**src/rtl/light_pkg.sv**
```systemverilog
// rtl/light_pkg.sv - states, phase tables and light encodings for the light sequencer
package light_pkg;

    typedef enum logic [3:0] {
        ST_INIT,
        ST_RED_ISSUE,
        ST_RED_WAIT,
        ST_RY_ISSUE,
        ST_RY_WAIT,
        ST_GREEN_ISSUE,
        ST_GREEN_WAIT,
        ST_YEL_ISSUE,
        ST_YEL_WAIT,
        ST_FAULT
    } state_e;

    typedef enum logic [1:0] {
        PH_RED,
        PH_RED_YEL,
        PH_GREEN,
        PH_YELLOW
    } phase_e;

    localparam logic [2:0] LIGHT_RED     = 3'b100;
    localparam logic [2:0] LIGHT_RED_YEL = 3'b110;
    localparam logic [2:0] LIGHT_GREEN   = 3'b001;
    localparam logic [2:0] LIGHT_YELLOW  = 3'b010;

    // bit p set: phase p uses the long interval
    localparam logic [3:0] PHASE_IS_LONG = 4'b0101;

    function automatic phase_e phase_of(state_e s);
        case (s)
            ST_RY_ISSUE, ST_RY_WAIT:       return PH_RED_YEL;
            ST_GREEN_ISSUE, ST_GREEN_WAIT: return PH_GREEN;
            ST_YEL_ISSUE, ST_YEL_WAIT:     return PH_YELLOW;
            default:                       return PH_RED;
        endcase
    endfunction

    function automatic logic is_issue(state_e s);
        return s inside {ST_RED_ISSUE, ST_RY_ISSUE, ST_GREEN_ISSUE, ST_YEL_ISSUE};
    endfunction

    function automatic logic is_wait(state_e s);
        return s inside {ST_RED_WAIT, ST_RY_WAIT, ST_GREEN_WAIT, ST_YEL_WAIT};
    endfunction

    function automatic state_e issue_of(phase_e p);
        case (p)
            PH_RED_YEL: return ST_RY_ISSUE;
            PH_GREEN:   return ST_GREEN_ISSUE;
            PH_YELLOW:  return ST_YEL_ISSUE;
            default:    return ST_RED_ISSUE;
        endcase
    endfunction

    function automatic state_e wait_of(phase_e p);
        case (p)
            PH_RED_YEL: return ST_RY_WAIT;
            PH_GREEN:   return ST_GREEN_WAIT;
            PH_YELLOW:  return ST_YEL_WAIT;
            default:    return ST_RED_WAIT;
        endcase
    endfunction

    function automatic phase_e next_phase(phase_e p);
        case (p)
            PH_RED:     return PH_RED_YEL;
            PH_RED_YEL: return PH_GREEN;
            PH_GREEN:   return PH_YELLOW;
            default:    return PH_RED;
        endcase
    endfunction

    function automatic logic [2:0] light_of(phase_e p);
        case (p)
            PH_RED_YEL: return LIGHT_RED_YEL;
            PH_GREEN:   return LIGHT_GREEN;
            PH_YELLOW:  return LIGHT_YELLOW;
            default:    return LIGHT_RED;
        endcase
    endfunction

endpackage

```
**src/rtl/light_sequencer_if.sv**
```systemverilog
// rtl/light_sequencer_if.sv - trigger/done handshake between sequencer and interval counter
interface light_sequencer_if;
    logic trL;
    logic trS;
    logic tL;
    logic tS;

    modport master (output trL, output trS, input tL, input tS);
    modport slave  (input trL, input trS, output tL, output tS);
endinterface

```
**src/rtl/lseq_wdog.sv**
```systemverilog
// rtl/lseq_wdog.sv - clear/enable saturating counter, flags the LIMIT-th enabled cycle
module lseq_wdog #(
    parameter int W     = 7,
    parameter int LIMIT = 64
) (
    input  logic clk,
    input  logic reset_n,
    input  logic clr_i,
    input  logic en_i,
    output logic hit_o
);
    localparam logic [W-1:0] LAST = W'(LIMIT - 1);
    localparam logic [W-1:0] SAT  = W'(LIMIT);

    logic [W-1:0] cnt_q;
    logic [W-1:0] cnt_d;

    always_comb begin
        cnt_d = cnt_q;
        if (clr_i) begin
            cnt_d = '0;
        end else if (en_i && cnt_q != SAT) begin
            cnt_d = cnt_q + W'(1);
        end
    end

    always_ff @(posedge clk) begin
        if (!reset_n) begin
            cnt_q <= '0;
        end else begin
            cnt_q <= cnt_d;
        end
    end

    assign hit_o = en_i && (cnt_q == LAST);
endmodule

```
**src/rtl/light_sequencer.sv**
```systemverilog
// rtl/light_sequencer.sv - traffic light phase FSM with counter watchdog and pedestrian latch
module light_sequencer
    import light_pkg::*;
#(
    parameter int WDOG_CYCLES = 64,
    parameter int FLASH_DIV   = 8,
    parameter int WDOG_W      = 7
) (
    input  logic              clk,
    input  logic              reset_n,
    light_sequencer_if.master ctr,
    input  logic              ped_btn,
    output logic [2:0]        light,
    output logic              walk,
    output logic              fault
);
    state_e     state_q, state_d;
    logic [2:0] light_q, light_d;
    logic       trl_q, trl_d;
    logic       trs_q, trs_d;
    logic       walk_q, walk_d;
    logic       fault_q, fault_d;
    logic       ped_q, ped_d;

    phase_e     cur_ph, nxt_ph;
    logic       long_ph, done_match, done_wrong, enter_red;
    logic       wd_en, wd_hit, fl_en, fl_clr, fl_hit;

    assign wd_en  = is_wait(state_q);
    assign fl_en  = (state_q == ST_FAULT);
    assign fl_clr = !fl_en || fl_hit;

    lseq_wdog #(.W(WDOG_W), .LIMIT(WDOG_CYCLES)) u_wdog (
        .clk(clk), .reset_n(reset_n), .clr_i(!wd_en), .en_i(wd_en), .hit_o(wd_hit)
    );

    lseq_wdog #(.W(WDOG_W), .LIMIT(FLASH_DIV)) u_flash (
        .clk(clk), .reset_n(reset_n), .clr_i(fl_clr), .en_i(fl_en), .hit_o(fl_hit)
    );

    always_comb begin
        state_d    = state_q;
        cur_ph     = phase_of(state_q);
        long_ph    = PHASE_IS_LONG[cur_ph];
        done_match = long_ph ? ctr.tL : ctr.tS;
        // tL and tS together always includes the wrong one
        done_wrong = long_ph ? ctr.tS : ctr.tL;

        if (state_q == ST_INIT) begin
            state_d = ST_RED_ISSUE;
        end else if (is_issue(state_q)) begin
            state_d = wait_of(cur_ph);
        end else if (is_wait(state_q)) begin
            if (done_wrong || wd_hit) begin
                state_d = ST_FAULT;
            end else if (done_match) begin
                state_d = issue_of(next_phase(cur_ph));
            end
        end

        nxt_ph    = phase_of(state_d);
        fault_d   = (state_d == ST_FAULT);
        trl_d     = is_issue(state_d) && PHASE_IS_LONG[nxt_ph];
        trs_d     = is_issue(state_d) && !PHASE_IS_LONG[nxt_ph];
        enter_red = (state_d == ST_RED_ISSUE);

        if (!fault_d) begin
            light_d = light_of(nxt_ph);
        end else if (state_q != ST_FAULT) begin
            light_d = LIGHT_YELLOW;
        end else if (fl_hit) begin
            light_d = light_q ^ LIGHT_YELLOW;
        end else begin
            light_d = light_q;
        end

        ped_d  = ped_q;
        walk_d = walk_q;
        if (state_q != ST_FAULT) begin
            ped_d = enter_red ? ped_btn : (ped_q | ped_btn);
        end
        if (enter_red) begin
            walk_d = ped_q;
        end
        if (state_d == ST_RY_ISSUE || fault_d) begin
            walk_d = 1'b0;
        end
    end

    always_ff @(posedge clk) begin
        if (!reset_n) begin
            state_q <= ST_INIT;
            light_q <= LIGHT_RED;
            trl_q   <= 1'b0;
            trs_q   <= 1'b0;
            walk_q  <= 1'b0;
            fault_q <= 1'b0;
            ped_q   <= 1'b0;
        end else begin
            state_q <= state_d;
            light_q <= light_d;
            trl_q   <= trl_d;
            trs_q   <= trs_d;
            walk_q  <= walk_d;
            fault_q <= fault_d;
            ped_q   <= ped_d;
        end
    end

    assign ctr.trL = trl_q;
    assign ctr.trS = trs_q;
    assign light   = light_q;
    assign walk    = walk_q;
    assign fault   = fault_q;
endmodule

```
**src/flat_wrapper.sv**
```systemverilog
// flat-port wrapper written by rule: the top's interface ports become plain ports
module light_sequencer_flat import light_pkg::*;
#(
    parameter int WDOG_CYCLES = 64,
    parameter int FLASH_DIV   = 8,
    parameter int WDOG_W      = 7
)
  (clk, reset_n, ped_btn, light, walk, fault, ctr_trL, ctr_trS, ctr_tL, ctr_tS);
  light_sequencer_if ctr_i ();
  input  logic clk;
  input  logic reset_n;
  input  logic ped_btn;
  output logic [2:0] light;
  output logic walk;
  output logic fault;
  output wire logic [$bits(ctr_i.trL)-1:0] ctr_trL;
  output wire logic [$bits(ctr_i.trS)-1:0] ctr_trS;
  input wire logic [$bits(ctr_i.tL)-1:0] ctr_tL;
  input wire logic [$bits(ctr_i.tS)-1:0] ctr_tS;
  assign ctr_trL = ctr_i.trL;
  assign ctr_trS = ctr_i.trS;
  assign ctr_i.tL = ctr_tL;
  assign ctr_i.tS = ctr_tS;
  light_sequencer #(.WDOG_CYCLES(WDOG_CYCLES), .FLASH_DIV(FLASH_DIV), .WDOG_W(WDOG_W)) u_core (.clk(clk), .reset_n(reset_n), .ctr(ctr_i), .ped_btn(ped_btn), .light(light), .walk(walk), .fault(fault));
endmodule
```
**config.mk**
```make
export PLATFORM = sky130hd
export DESIGN_NAME = light_sequencer_flat
export DESIGN_NICKNAME = d
export VERILOG_FILES = /design/src/rtl/light_pkg.sv /design/src/rtl/light_sequencer_if.sv /design/src/rtl/lseq_wdog.sv /design/src/rtl/light_sequencer.sv /design/src/flat_wrapper.sv
export SDC_FILE = /design/constraint.sdc
export NUM_CORES = 1
export LEC_CHECK = 0
export ABC_AREA = 1
export ABC_CLOCK_PERIOD_IN_PS = 2800
export CAP_MARGIN = 20
export CORE_UTILIZATION = 47
export CTS_CLUSTER_DIAMETER = 100
export DETAILED_ROUTE_END_ITERATION = 8
export GPL_ROUTABILITY_DRIVEN = 0
export PLACE_DENSITY = 0.66
export SYNTH_ARGS = -nofsm -noshare
export SYNTH_HDL_FRONTEND = slang
export SYNTH_HIERARCHICAL = 1
export SYNTH_SLANG_ARGS = --single-unit
```
**constraint.sdc**
```tcl
create_clock -name clk -period 2.8 [get_ports clk]
set_input_delay 0.56 -clock clk [delete_from_list [all_inputs] [get_ports clk]]
set_output_delay 0.56 -clock clk [all_outputs]
set_load 0.05 [all_outputs]
```
==> impl_metrics.toml, run 1 <==
[drt]
vias = 1426
antenna_left = 0
drt-initial-drc-count = 76
dr.pass1.iters = 4
routed_wl_um = 3040
wl_per_cell_um = 10.2
vias_per_cell = 4.79
drc_errors = 0

[yosys]
synthesis.nets = 249
synth-seq-area-share_pct = 32.2
syn_avg_cell_area_um2 = 6.76
ys_warn_count = 6
syn_area_um2 = 1620
syn-instance-count = 239
ys_seq_elements = 26
synthDistinctLibCells = 25

[setup_path]
worst_setup_path_start_kind = "flip-flop"
path_class = "flip-flop to flip-flop"
cp-end-kind = "flip-flop"
critPathMaxFanout = 8
r2r-start = "u_core/state_q[0]$_SDFF_PN0_"
critical_path_arrival_ns = 2.45
required_ns = 3.02
rrSetupSlack_ns = 0.58
r2r-end = "u_core/light[1]$_SDFFE_PN0P_"
reg2reg_depth = 17

[place]
place_hpwl_um = 2400
io_buffers = 11
post_dp_cell_area_um2 = 1780

[power]
p_per_area_nw_per_um2 = 928
peakVddDrop_mv = 0.583
power_leakage_nw = 0.793

[sta]
grt_setup_unrepaired = "false"
fin_crit_sh_pct = 79.4
hold_slack_ns = 0.474
fin_crit_ns = 2.22
final_max_slew_viol_count = 0
fin_skew_ns = 0.00583
worstMarginPinSlew_ns = 0.496
max_freq_mhz = 450
relSlewSlack_pct = 66.8
hold_viol = 0
setup_tns_ns = 0
finalSetupViolCount = 0

[cells_and_area]
multi_input_area_um2 = 933
final_cell_mix = "nand2_1 (44), inv_1 (35), nor2_1 (31)"
diodes = 0
nNetsFinal = 265
area_growth_pct = 12.5
layout_commonest_cell = "nand2_1"
seq_area_um2 = 520
final_area_um2 = 1820
drive_gt1_share_pct = 18.1
num-fill-cells = 333
fin_util_pct = 57.6

[hold_path]
hold_end = "u_core/ped_q$_SDFFE_PN0N_"
whs_path_depth = 2
hp-start = "u_core/ped_q$_SDFFE_PN0N_"
hp-class = "flip-flop to flip-flop"

[floorplanning]
dieArea_um2 = 3680
dieWidth_um = 60.6
core-area_um2 = 3150
die_h_um = 60.6
start_util_pct = 51.2
ios = 12
rows = 20

[clocking]
clk_pin_slew_worst_paths_ns = 0.14
clk_latency_ns = 0.32
cts_sinks = 26
cts_tree = "done"
cts.repair.resized = 0
cts_hold_buf = 0
cts-root-buf = "clkbuf_4"
numCtsBuffers = 3
post_cts_buffers = 0
clk_path_buf_depth = 2
htreeDepth = 1

[grt]
grt_overflow_total = 0
grt_max_degree = 15
grt_pass1_vias = 1292
grt_antenna_before_repair = 0
track_usage_pct = 20.0
grt_pass1_wl_um = 5540

[job]
maxCapViolCount = 0

[outcome]
status = "finished, final reports clean"
-- final cells by class --
cell class	instances	area share [%]
repair buffers	11	6.06
well taps	44	3.03
flip-flops and latches	26	28.7
multi-input cells	170	51.4
inverters	43	8.88
clock buffers	4	2.00
-- synth_stat cells --
master,number,area [um^2]
o21bai_1,2,15.0
a21oi_4,1,16.3
nand2_1,44,165
nand2_4,3,33.8
xor2_1,2,17.5
nand4_1,3,18.8
nand2_2,16,100
ha_1,5,62.6
inv_1,35,131
or2_2,1,6.26
a21oi_2,1,8.76
o21ai_0,11,55.1
nor4_1,1,6.26
nor2_2,1,6.26
nand3_2,7,70.1
inv_2,8,30.0
nand3b_2,1,11.3
nor2_4,2,22.5
dfxtp_1,26,521
o21ai_1,1,5.00
nor2_1,31,116
o211ai_1,2,15.0
a21boi_2,1,11.3
a21oi_1,11,55.1
nand3_1,23,115
-- critical path, stage by stage (launching register included) --
cell      delay [ns]
dfxtp_1         0.47
inv_2           0.09
nand3_1         0.14
nand2_2         0.14
nand3_1         0.15
nor2_1          0.05
inv_1           0.08
nor2_1          0.04
inv_1           0.08
nand4_1         0.10
o211ai_1        0.18
nand2_1         0.14
inv_1           0.12
nor2_1          0.04
nand2_1         0.11
nand3_2         0.09
nand2_2         0.06
a21oi_2         0.04
-- metrics by stage --
stage | setup WS (ns) | instances | power (W)
6_report | 0.577 | 298 | 0.00169
4_1_cts | 0.573 | 298 | 0.00171
5_1_grt | 0.298 | 298 | 0.00185
2_1_floorplan | 0.825 | 239 | 0.00131
3_5_place_dp | 0.567 | 294 | 0.00151
3_3_place_gp | 0.553 | 294 | 0.00151
-- routing by layer --
layer / GRT usage (%) / share of wire, %
met5: 0 / 0
met4: 4.22 / 0.79
met3: 5.54 / 3.3
met2: 32.2 / 46
met1: 27.0 / 50
-- sequential cells by signal, summed over array words and instances, names as in the netlist --
signal and count:
u_core/ctr.trS 1, u_core/u_wdog/cnt_q 7, u_core/fault 1, u_core/u_flash/cnt_q 7
u_core/ped_q 1, u_core/state_q 4, u_core/light 3, u_core/walk 1
u_core/ctr.trL 1
-- report_power, final --
group	switching (W)	leakage (nW)	internal [W]
Sequential	0.0000489	0.212	0.000433
Clock	0.000111	0.0210	0.0000795
Combinational	0.000679	0.560	0.000334
-- cell families (layout without fill, tap and decap cells) --
logic type               after synthesis  after routing  share of synthesized area, %
AND/OR/NAND/NOR                      133            133                          41.6
XOR/XNOR                               2              2                          1.08
adder cells (fa/ha/maj)                5              5                          3.87
AO/OA/AOI/OAI                         30             30                          11.2
flip-flops                            26             26                          32.2
buffers and inverters                 43             58                          9.99
-- worst max-delay path by stage --
stage,start,end,slack [ns]
detailed placement,ctr_tL,u_core/light[2]$_SDFFE_PN1P_,0.57
finish,u_core/state_q[0]$_SDFF_PN0_,u_core/light[1]$_SDFFE_PN0P_,0.58
global placement,ctr_tL,u_core/light[0]$_SDFFE_PN0P_,0.55
floorplan,u_core/state_q[3]$_SDFF_PN0_,u_core/walk$_SDFFE_PP0P_,0.82
CTS,u_core/state_q[0]$_SDFF_PN0_,u_core/light[1]$_SDFFE_PN0P_,0.57
global route,u_core/state_q[0]$_SDFF_PN0_,u_core/ctr.trS$_SDFF_PN0_,0.30
Note: power is estimated with default switching activity, not from simulation.
==> inputs of run 2 (changes only) <==
--- a/config.mk
+++ b/config.mk
@@ -6,7 +6,7 @@
 export NUM_CORES = 1
 export LEC_CHECK = 0
 export ABC_AREA = 1
-export ABC_CLOCK_PERIOD_IN_PS = 2800
+export ABC_CLOCK_PERIOD_IN_PS = 2200
 export CAP_MARGIN = 20
 export CORE_UTILIZATION = 47
 export CTS_CLUSTER_DIAMETER = 100
==> constraint.sdc (replaced) <==
create_clock -name clk -period 2.2 [get_ports clk]
set_input_delay 0.44 -clock clk [delete_from_list [all_inputs] [get_ports clk]]
set_output_delay 0.44 -clock clk [all_outputs]
set_load 0.05 [all_outputs]
==> impl_metrics.toml, run 2 (synthesized netlist as in run 1, its figures left out) <==
[outcome]
status = "finished, final reports clean"

[grt]
grt.busiest_layer = "met2"
track_usage_pct = 18.8
gr-usage-met1_pct = 26.3
grt_use_met3_pct = 3.84
grt_pass1_vias = 1264
grt_antenna_before_repair = 0
grt_overflow_total = 0
grtUsageMet2_pct = 30.0
grt_pass1_wl_um = 5290
grt_max_degree = 15

[place]
place_ws_ns = 0.0262
dpl.cell_count = 297
place_hpwl_um = 2360
io_buffers = 11
post_dp_cell_area_um2 = 1800

[floorplanning]
die_h_um = 60.6
dieArea_um2 = 3680
start_util_pct = 51.2
core-area_um2 = 3150
rows = 20
dieWidth_um = 60.6
ios = 12

[cells_and_area]
nNetsFinal = 273
layout_commonest_cell = "nand2_1"
fin_cells = 306
final_cell_mix = "nand2_1 (42), inv_1 (31), nor2_1 (29)"
num-fill-cells = 308
diodes = 0
area_growth_pct = 20.0
final_area_um2 = 1940
reg.largest.list = "u_core/u_flash/cnt_q: 7 flops, u_core/u_wdog/cnt_q: 7 flops, u_core/state_q: 4 flops"
drive_gt1_share_pct = 25.6

[sta]
hold_viol = 0
max_freq_mhz = 488
fin_crit_sh_pct = 93.1
finalSetupViolCount = 0
grt_setup_unrepaired = "false"
setup_tns_ns = 0
fin_ws_ns = 0.152
fin_crit_ns = 2.05
fin_skew_ns = 0.0119
final_max_slew_viol_count = 0
worstMarginPinSlew_ns = 0.498
relSlewSlack_pct = 66.7

[drt]
drt-initial-drc-count = 66
wl_per_cell_um = 10.4
drc_errors = 0
vias = 1467
vias_per_cell = 4.79
dr.pass1.iters = 4
antenna_left = 0
routed_wl_um = 3190

[setup_path]
path_class = "flip-flop to flip-flop"
reg2reg_depth = 16
worst_setup_path_start_kind = "flip-flop"
cp-end-kind = "flip-flop"
critPathMaxFanout = 4
required_ns = 2.41
critical_path_arrival_ns = 2.26

[clocking]
cts_hold_buf = 0
clk_pin_slew_worst_paths_ns = 0.12
cts_sinks = 26
numCtsBuffers = 3
clk_latency_ns = 0.32
cts-root-buf = "clkbuf_4"
clk_path_buf_depth = 2
cts_tree = "done"
htreeDepth = 1

[hold_path]
whs_path_depth = 2
hp-class = "flip-flop to flip-flop"

[power]
power_leakage_nw = 0.840
p_per_area_nw_per_um2 = 1200
peakVddDrop_mv = 0.686
power.total_w = 0.00232

[job]
maxCapViolCount = 0
[run 2: worst max-delay path: stages, from the launching register on]
cell      delay, ns
dfxtp_4        0.39
inv_4          0.08
nand3_1        0.14
nand2_4        0.12
nand3_4        0.09
nor2_4         0.12
inv_2          0.05
nor2_2         0.11
inv_2          0.05
nand4_1        0.06
o211ai_1       0.10
nand2_2        0.14
inv_2          0.05
nor2_1         0.08
nand2_1        0.10
o211ai_1       0.20
a21oi_1        0.06
[run 2: routing by layer]
layer	routed length, um	up-vias
met3	94	4
met5	0	-
met2	1460	21
li1	-	803
met1	1590	639
met4	36	0
[run 2: timing repair]
action                                  4_1_cts  5_1_grt
pin swaps                                     0        8
endpoints found under the setup margin        1        8
gates resized for setup                       1       22
buffers inserted                              0        5
[run 2: cell type report]
type                       instances  area (um^2)  share of cell area [%]
timing repair buffer              19          174                    8.97
clock buffer                       4         36.3                    1.87
tap                               44         55.1                    2.84
sequential                        26          528                    27.2
inverter                          43          164                    8.46
multi-input combinational        170          981                    50.6
[run 2: power by group]
part	leakage, nW	internal, W	total, W	switching [W]
clock network	0.0210	0.000101	0.000232	0.000131
registers	0.213	0.000559	0.000633	0.0000746
logic	0.606	0.000524	0.00145	0.000929
total	0.840	0.00118	0.00232	0.00113
[run 2: per-stage QoR]
step | hold WS, ns | utilization, %
6_report | 0.472 | 61.5
5_1_grt | 0.487 | 61.5
4_1_cts | 0.479 | 58.4
3_5_place_dp | 0.456 | 57.2
3_3_place_gp | 0.454 | 57.2
2_1_floorplan | 0.440 | -
[run 2: worst paths after layout]
| path | from | to | slack, ns |
|---|---|---|---|
| min reg2reg | u_core/walk$_SDFFE_PP0P_ | u_core/walk$_SDFFE_PP0P_ | 0.47 |
| max | u_core/state_q[3]$_SDFF_PN0_ | u_core/walk$_SDFFE_PP0P_ | 0.15 |
| max reg2reg | u_core/state_q[3]$_SDFF_PN0_ | u_core/walk$_SDFFE_PP0P_ | 0.15 |
| min | u_core/walk$_SDFFE_PP0P_ | u_core/walk$_SDFFE_PP0P_ | 0.47 |
==> inputs of run 3 (changes only) <==
--- a/config.mk
+++ b/config.mk
@@ -6,13 +6,13 @@
 export NUM_CORES = 1
 export LEC_CHECK = 0
 export ABC_AREA = 1
-export ABC_CLOCK_PERIOD_IN_PS = 2200
+export ABC_CLOCK_PERIOD_IN_PS = 1650
 export CAP_MARGIN = 20
 export CORE_UTILIZATION = 47
 export CTS_CLUSTER_DIAMETER = 100
 export DETAILED_ROUTE_END_ITERATION = 8
 export GPL_ROUTABILITY_DRIVEN = 0
-export PLACE_DENSITY = 0.66
+export PLACE_DENSITY = 0.69
 export SYNTH_ARGS = -nofsm -noshare
 export SYNTH_HDL_FRONTEND = slang
 export SYNTH_HIERARCHICAL = 1
==> constraint.sdc (replaced) <==
create_clock -name clk -period 1.65 [get_ports clk]
set_input_delay 0.33 -clock clk [delete_from_list [all_inputs] [get_ports clk]]
set_output_delay 0.33 -clock clk [all_outputs]
set_load 0.05 [all_outputs]
==> impl_metrics.toml, run 3 (synthesized netlist as in run 1, its figures left out) <==
[drt]
wl_per_cell_um = 11.2
dr.pass1.iters = 4
vias = 1673
drt-initial-drc-count = 91
drc_errors = 0
routed_wl_um = 3900
antenna_left = 0
vias_per_cell = 4.82

[setup_path]
critPathMaxStageDelay_ns = 0.39
endpoint = "u_core/light[1]$_SDFFE_PN0P_"
r2r-start = "u_core/state_q[3]$_SDFF_PN0_"
crit_path_frequent_cell = "nand2_2"
rrSetupSlack_ns = -0.41
cp-end-kind = "flip-flop"
critical_path_arrival_ns = 2.34
worst_setup_path_start_kind = "flip-flop"
r2r-end = "u_core/light[1]$_SDFFE_PN0P_"
path_class = "flip-flop to flip-flop"
cp-startpoint = "u_core/state_q[3]$_SDFF_PN0_"
slowest_stage = "dfxtp_2"
required_ns = 1.93
crit_path_cell_trace = "inv_4 > buf_6 > buf_4 > buf_6 > nand3_4 > nand2_4 > ha_1 > or2_2 > nand2_2 > nand2_2 > nand2_2 > nand2_2 > nand3_2 > nand2_2 > a21oi_2"
reg2reg_depth = 15
critPathMaxFanout = 4

[sta]
max_freq_mhz = 486
hold_viol = 0
final_max_slew_viol_count = 0
fin_skew_ns = 0.0176
grt_setup_unrepaired = "true"
fin_ws_ns = -0.408
fin_crit_ns = 2.06
fin_crit_sh_pct = 125
relSlewSlack_pct = 83.4
setup_tns_ns = -4.08
finalSetupViolCount = 20
worstMarginPinSlew_ns = 0.246

[place]
place_hpwl_um = 2690
io_buffers = 11
post_dp_cell_area_um2 = 2040

[cells_and_area]
final_area_um2 = 2300
area_growth_pct = 42.5
reg.largest.list = "u_core/u_flash/cnt_q: 7 flops, u_core/u_wdog/cnt_q: 7 flops, u_core/state_q: 4 flops"
nNetsFinal = 314
num-fill-cells = 258
layout_commonest_cell = "buf_4"
drive_gt1_share_pct = 40.9
diodes = 0
fin_util_pct = 73.0
final_cell_mix = "buf_4 (50), nand2_1 (41), inv_1 (29)"

[floorplanning]
core-area_um2 = 3150
die_h_um = 60.6
start_util_pct = 51.2
dieWidth_um = 60.6
rows = 20
ios = 12
dieArea_um2 = 3680

[power]
peakVddDrop_mv = 0.757
power_leakage_nw = 1.06
p_per_area_nw_per_um2 = 1720

[grt]
grt_pass1_vias = 1460
track_usage_pct = 22.1
grt_overflow_total = 0
gr-usage-met1_pct = 27.6
grt.busiest_layer = "met2"
grt_antenna_before_repair = 0
grtUsageMet2_pct = 37.2
grt_max_degree = 16
grt_use_met3_pct = 3.41
grt_pass1_wl_um = 6020

[outcome]
status = "finished with violations"
violations = "negative setup slack"

[clocking]
cts_sinks = 26
clk_path_buf_depth = 2
clk_latency_ns = 0.33
htreeDepth = 1
cts_tree = "done"
clk_pin_slew_worst_paths_ns = 0.15
cts_hold_buf = 0
cts-root-buf = "clkbuf_4"
numCtsBuffers = 3

[hold_path]
hp-class = "flip-flop to flip-flop"
whs_path_depth = 2

[job]
maxCapViolCount = 0
==> run 3: routing by layer <==
layer	part of all wire [%]	vias up
met3	2.8	9
met4	2.2	0
met5	0	-
met2	49	27
met1	45	748
li1	-	889
==> run 3: cell type report <==
class | count | area [um^2] | share of cell area, %
multi-input cells | 170 | 1020 | 44.4
flip-flops and latches | 26 | 526 | 22.8
repair buffers | 60 | 483 | 21.0
inverters | 43 | 164 | 7.12
well taps | 44 | 55.1 | 2.39
clock inverters | 1 | 30.0 | 1.30
clock buffers | 3 | 22.5 | 0.978
==> run 3: what timing repair did <==
item                                    CTS  global route
gates resized for setup                  14            19
endpoints found under the setup margin   16            21
pin swaps                                 6            13
setup buffers                             8             6
==> run 3: worst min-delay path by stage <==
| stage | startpoint | endpoint | slack [ns] |
|---|---|---|---|
| floorplan | reset_n | u_core/light[2]$_SDFFE_PN1P_ | 0.41 |
| CTS | u_core/walk$_SDFFE_PP0P_ | u_core/walk$_SDFFE_PP0P_ | 0.48 |
| finish | u_core/walk$_SDFFE_PP0P_ | u_core/walk$_SDFFE_PP0P_ | 0.48 |
| global route | u_core/walk$_SDFFE_PP0P_ | u_core/walk$_SDFFE_PP0P_ | 0.49 |
| detailed placement | u_core/light[0]$_SDFFE_PN0P_ | u_core/light[0]$_SDFFE_PN0P_ | 0.46 |
| global placement | u_core/ped_q$_SDFFE_PN0N_ | u_core/ped_q$_SDFFE_PN0N_ | 0.45 |
==> run 3: worst max-delay path, delay by kind of cell (launching register included) <==
| family | cells | cell delay, ns |
|---|---|---|
| AO/OA/AOI/OAI | 1 | 0.12 |
| adder cells (fa/ha/maj) | 1 | 0.18 |
| buffers and inverters | 4 | 0.39 |
| flip-flops | 1 | 0.39 |
| AND/OR/NAND/NOR | 9 | 0.93 |
==> run 3: power by group <==
part,switching (W),internal (W)
sequential,0.0000764,0.000743
combinational,0.00154,0.00115
clock,0.000193,0.000246
total,0.00181,0.00214
==> run 3: through the flow <==
step	setup slack [ns]	std cells	hold WS, ns	total power (W)
finish	-0.408	347	0.479	0.00395
global route	-0.548	347	0.489	0.00421
CTS	-0.293	341	0.480	0.00360
detailed placement	-0.370	329	0.457	0.00299
global placement	-0.384	329	0.452	0.00297
floorplan	-0.264	239	0.414	0.00224
